**config.mk**
```make
export PLATFORM = sky130hd
export DESIGN_NAME = apb_slave_regfile
export DESIGN_NICKNAME = d
export VERILOG_FILES = /design/src/rtl/apb_slave_regfile.sv
export SDC_FILE = /design/constraint.sdc
export NUM_CORES = 2
export LEC_CHECK = 0
export CAP_MARGIN = 10
export CORE_AREA = 2 2 427 429
export CTS_CLUSTER_DIAMETER = 40
export DETAILED_ROUTE_END_ITERATION = 8
export DIE_AREA = 0 0 429 431
export SLEW_MARGIN = 30
export SYNTH_ARGS = -nofsm -noshare
export SYNTH_HDL_FRONTEND = slang
export SYNTH_SLANG_ARGS = --single-unit
```
**constraint.sdc**
```tcl
create_clock -name PCLK -period 6.15 [get_ports PCLK]
set_input_delay 1.23 -clock PCLK [delete_from_list [all_inputs] [get_ports PCLK]]
set_output_delay 1.23 -clock PCLK [all_outputs]
set_load 0.005 [all_outputs]
```
**src/rtl/apb_slave_regfile.sv**
```systemverilog
`default_nettype none
// ============================================================================
// apb_slave_regfile : APB slave register file with wait states, byte strobes,
//                     read-only hardware-sourced registers and PSLVERR.
// Revision: 1.0
// ============================================================================
module apb_slave_regfile #(
  parameter int                   ADDR_WIDTH  = 8,
  parameter int                   DATA_WIDTH  = 32,
  parameter int                   NUM_REGS    = 16,
  parameter int                   WAIT_STATES = 0,
  parameter logic [NUM_REGS-1:0]  RO_MASK     = '0
) (
  input  logic                           PCLK,
  input  logic                           PRESET,
  input  logic                           PSELx,
  input  logic                           PENABLE,
  input  logic                           PWRITE,
  input  logic [ADDR_WIDTH-1:0]          PADDR,
  input  logic [DATA_WIDTH-1:0]          PWDATA,
  input  logic [DATA_WIDTH/8-1:0]        PSTRB,
  output logic [DATA_WIDTH-1:0]          PRDATA,
  output logic                           PREADY,
  output logic                           PSLVERR,
  output logic [NUM_REGS*DATA_WIDTH-1:0] reg_out,
  input  logic [NUM_REGS*DATA_WIDTH-1:0] hw_in
);

  localparam int         c_nbytes  = DATA_WIDTH / 8;
  localparam int         c_lsb     = $clog2(c_nbytes);
  localparam int         c_idx_w   = ADDR_WIDTH - c_lsb;
  localparam logic [3:0] c_ws      = 4'(WAIT_STATES);
  localparam bit         c_zero_ws = (WAIT_STATES == 0);

  typedef enum logic [0:0] {
    IDLE   = 1'b0,
    ACCESS = 1'b1
  } state_t;

  state_t                  r_state;
  state_t                  w_next;
  logic [c_idx_w-1:0]      r_idx;
  logic                    r_write;
  logic                    r_err;
  logic [3:0]              r_cnt;
  logic                    r_pready;
  logic                    r_pslverr;
  logic [DATA_WIDTH-1:0]   r_prdata;

  logic                    w_setup;
  logic [c_idx_w-1:0]      w_idx;
  logic                    w_range_err;
  logic                    w_misalign;
  logic                    w_ro;
  logic                    w_err;
  logic                    w_raise;
  logic [c_idx_w-1:0]      w_ld_idx;
  logic                    w_ld_write;
  logic                    w_ld_err;
  logic                    w_commit;
  logic [DATA_WIDTH-1:0]   w_rdval;
  logic [DATA_WIDTH-1:0]   w_rd [NUM_REGS];
  logic                    w_unused;

  assign w_setup     = (r_state == IDLE) && PSELx && !PENABLE;
  assign w_idx       = PADDR[ADDR_WIDTH-1:c_lsb];
  assign w_range_err = ({1'b0, w_idx} >= (c_idx_w+1)'(NUM_REGS));

  if (c_lsb > 0) begin : g_align
    assign w_misalign = |PADDR[c_lsb-1:0];
  end else begin : g_noalign
    assign w_misalign = 1'b0;
  end

  always_comb begin
    w_ro = 1'b0;
    for (int i = 0; i < NUM_REGS; i++) begin
      if (w_idx == c_idx_w'(i)) w_ro = RO_MASK[i];
    end
  end

  assign w_err = w_range_err | w_misalign | (PWRITE & w_ro);

  // Zero-wait transfers complete at the setup edge, so take the live bus values.
  assign w_ld_idx   = w_setup ? w_idx  : r_idx;
  assign w_ld_write = w_setup ? PWRITE : r_write;
  assign w_ld_err   = w_setup ? w_err  : r_err;
  assign w_raise    = (w_setup && c_zero_ws) ||
                      ((r_state == ACCESS) && PSELx && !r_pready && (r_cnt == 4'd1));
  assign w_commit   = (r_state == ACCESS) && r_pready && PSELx && PENABLE &&
                      PWRITE && r_write && !r_err;

  always_comb begin
    w_rdval = '0;
    for (int i = 0; i < NUM_REGS; i++) begin
      if (w_ld_idx == c_idx_w'(i)) w_rdval = w_rd[i];
    end
  end

  always_ff @(posedge PCLK) begin
    if (PRESET) r_state <= IDLE;
    else        r_state <= w_next;
  end

  always_comb begin
    w_next = r_state;
    case (r_state)
      IDLE:    if (w_setup) w_next = ACCESS;
      ACCESS:  if (!PSELx || r_pready) w_next = IDLE;
      default: w_next = IDLE;
    endcase
  end

  always_ff @(posedge PCLK) begin
    if (PRESET) begin
      r_idx     <= '0;
      r_write   <= 1'b0;
      r_err     <= 1'b0;
      r_cnt     <= '0;
      r_pready  <= 1'b0;
      r_pslverr <= 1'b0;
      r_prdata  <= '0;
    end else begin
      r_pready  <= 1'b0;
      r_pslverr <= 1'b0;
      if (w_setup) begin
        r_idx   <= w_idx;
        r_write <= PWRITE;
        r_err   <= w_err;
        r_cnt   <= c_ws;
      end else if ((r_state == ACCESS) && PSELx && !r_pready && (r_cnt != 4'd0)) begin
        r_cnt <= r_cnt - 4'd1;
      end
      if (w_raise) begin
        r_pready  <= 1'b1;
        r_pslverr <= w_ld_err;
        if (!w_ld_write) r_prdata <= w_ld_err ? '0 : w_rdval;
      end
    end
  end

  for (genvar i = 0; i < NUM_REGS; i++) begin : g_reg
    if (RO_MASK[i]) begin : g_ro
      assign w_rd[i] = hw_in[i*DATA_WIDTH +: DATA_WIDTH];
    end else begin : g_rw
      logic [DATA_WIDTH-1:0] r_q;
      always_ff @(posedge PCLK) begin
        if (PRESET) begin
          r_q <= '0;
        end else if (w_commit && (r_idx == c_idx_w'(i))) begin
          for (int b = 0; b < c_nbytes; b++) begin
            if (PSTRB[b]) r_q[b*8 +: 8] <= PWDATA[b*8 +: 8];
          end
        end
      end
      assign w_rd[i] = r_q;
    end
    assign reg_out[i*DATA_WIDTH +: DATA_WIDTH] = w_rd[i];
  end

  // hw_in slices of read-write registers are intentionally ignored.
  assign w_unused = ^hw_in;

  assign PRDATA  = r_prdata;
  assign PREADY  = r_pready;
  assign PSLVERR = r_pslverr;

endmodule
`default_nettype wire

```
==> results.yml <==
run_status:
  status: "complete, no violations"
yosys:
  synth-seq-cells: 559
  synth_nets: 3771
  yosysUniqueCellTypes: 84
  synthTopCellsByArea: "dfxtp_1 45%, a21oi_1 12%, nand3_1 11%"
  ys_warn_count: 0
  synthCells: 3208
  yosysTopAreaCell: "dfxtp_1"
  synth_top_area_share_pct: 45.27
  async_flop_share_pct: 0
  synth_area_um2: 24720
  syn_avg_cell_area_um2: 7.707
  yosys_most_used_dff: "dfxtp_1"
  synth_edf_count: 0
  yosysSeqAreaShare_pct: 45.27
timing:
  hold_viol: 0
  finalCritPeriodShare_pct: 77.36
  setup_tns_ns: 0
  fmax_mhz: 210.2
  slew-limit-headroom_pct: 26.87
  skew_ns: 0.02503
  rsz0062_at_grt: "no"
  worst_pin_slew_ns: 1.094
  drv_slew: 0
  min_period_ns: 4.758
  setup_viol: 0
  worst_hold_slack_ns: 0.4666
clock_tree:
  ctsRootBufferMaster: "clkbuf_16"
  cts.reportedPaths.clkPinSlew_ns: 0.06
  postCtsSetupRepairBufs: 0
  numCtsBuffers: 89
  cts-hold-fix-buffers: 0
  cts.sinks: 559
  cts-htree-levels: 3
  cts_tree: "built"
  cts_buffer_depth: 3
  cts_resized: 0
  clk_latency_ns: 0.68
critical_path:
  crit_required_ns: 6.73
  rr_worst_depth: 7
  cp-end-kind: "register"
  r2r_start: "r_idx[3]"
  r2r_slack_ns: 2.14
  startpoint_type: "primary input"
  worst-path-max-fanout: 14
  worstSetupPathType: "in -> reg"
  critPathArrivalTime_ns: 5.34
  rr_endpoint: "PRDATA[2]"
route:
  avgRoutedWirePerCell_um: 31.96
  drt_iter0_drc: 4446
  drt-total-wl_mm: 196.5
  vias: 29749
  drc: 0
  drtPass1Iterations: 9
  ant_nets: 0
  routed_via_density: 4.837
flow_run:
  drv_cap: 0
floorplanning:
  num_rows: 156
  die_x_um: 429
  initial_core_util_pct: 13.72
  die_y_um: 431
  ios: 1107
  dieArea_um2: 184900
  core_um2: 180200
final_layout:
  utilization_pct: 20.23
  n_fill_cell: 19911
  mostFrequentLayoutCells: "669 x nand2_1, 574 x clkdlybuf4s50_1, 571 x a21oi_1, 559 x dfxtp_1, 543 x nand3_1"
  final_nets: 4260
  layout-drive-gt1-share_pct: 9.438
  layout_commonest_cell: "nand2_1"
  area_growth_pct: 47.41
hold_path:
  hold_path_depth: 2
  worstHoldPathType: "reg -> reg"
  min_from: "g_reg[15].g_rw.r_q[30]"
  min_to: "g_reg[15].g_rw.r_q[30]"
global_routing:
  track_usage_pct: 20.23
  grt_pass1_vias: 26407
  grtUsageMet1_pct: 24.55
  grt_pass1_wl_mm: 256.6
  grt_overflow: 0
  grt_max_degree: 153
  grt-busiest-layer: "met2"
  use_met2_pct: 29.38
  grtUsageMet3_pct: 9.395
  antenna_found_initial: 29
placement:
  post-dp-hpwl_mm: 155.8
  gp_congestion: 0.9565
  port_buffers: 594
power_and_ir_drop:
  leakagePower_nw: 10.99
  p_total_mw: 9.489
  p_per_area_nw_per_um2: 260.4
  ir_drop_uv: 215.9
[synthesized netlist by cell type, types with 9 or more instances]
cell type / n
nor3_1: 22
o31ai_1: 15
a221o_1: 20
nand2_1: 669
dfxtp_1: 559
buf_4: 13
o21ai_0: 37
a22oi_1: 71
nor2_1: 65
nand3_1: 543
clkbuf_1: 239
a221oi_1: 32
o22ai_1: 30
a22o_1: 12
a222oi_1: 29
o21ai_1: 9
a21oi_1: 571
or2_1: 9
o221ai_1: 20
buf_2: 31
buf_1: 25
nand4_1: 15
[registers in the layout, summed over array words and instances (netlist names)]
name        count
r_cnt           4
r_idx           6
PREADY          1
r_write         1
r_state         1
g.g_rw.r_q    512
PSLVERR         1
PRDATA         32
r_err           1
[power breakdown]
part	internal [mW]	leakage, nW	switching, mW
Sequential	3.63	4.50	0.00903
Clock	3.27	1.52	2.12
Combinational	0.0930	4.96	0.372
Total	6.99	11.0	2.50
[worst max path at each step]
stage	startpoint	to
2_1_floorplan	PENABLE	PRDATA[4]
3_3_place_gp	PENABLE	PRDATA[12]
3_5_place_dp	PENABLE	PRDATA[18]
4_1_cts	PENABLE	PRDATA[18]
5_1_grt	PENABLE	PRDATA[12]
6_report	PENABLE	PRDATA[18]
[final cells by class]
class	count	area, um^2	share of cell area, %
Multi-Input combinational cell	2329	12270	33.67
Clock buffer	101	2344	6.430
Antenna cell	8	20.02	0.05493
Sequential cell	559	11190	30.71
Tap cell	2370	2965	8.137
Clock inverter	65	820.8	2.252
Timing Repair Buffer	714	6817	18.70
Inverter	4	15.01	0.04120
[cell families (layout without fill, tap and decap cells)]
family | Yosys count | after routing | share of synthesized area (%)
XOR/XNOR | 3 | 3 | 0.1063
AO/OA/AOI/OAI | 922 | 922 | 22.95
multiplexers | 5 | 5 | 0.2075
other | 0 | 8 | 0
flip-flops | 559 | 559 | 45.27
adder cells (fa/ha/maj) | 2 | 2 | 0.1012
AND/OR/NAND/NOR | 1397 | 1397 | 25.88
buffers and inverters | 320 | 884 | 5.491
[worst max-delay path, stage by stage]
cell and delay [ns]:
clkdlybuf4s50_1 0.58, or4b_2 1.08, nor4_4 0.67, or2_1 0.69, buf_4 0.36, a221oi_1 0.11, nand3_1 0.16, nor2_1 0.16
o31ai_1 0.26
[through the flow]
stage | cell area (um^2) | std cells | setup WS, ns
2_1_floorplan | 24720 | 3208 | 2.893
3_3_place_gp | 33320 | 5975 | 0.8065
3_5_place_dp | 33310 | 5976 | 0.7490
4_1_cts | 36470 | 6142 | 1.446
5_1_grt | 36440 | 6148 | 1.373
6_report | 36440 | 6150 | 1.392
[metal layers]
layer,routed length (um),up-vias
met3,27510,386
met2,81050,2153
li1,-,12537
met5,187,-
met1,74810,14641
met4,12980,32
(Power assumes the default switching activity.)
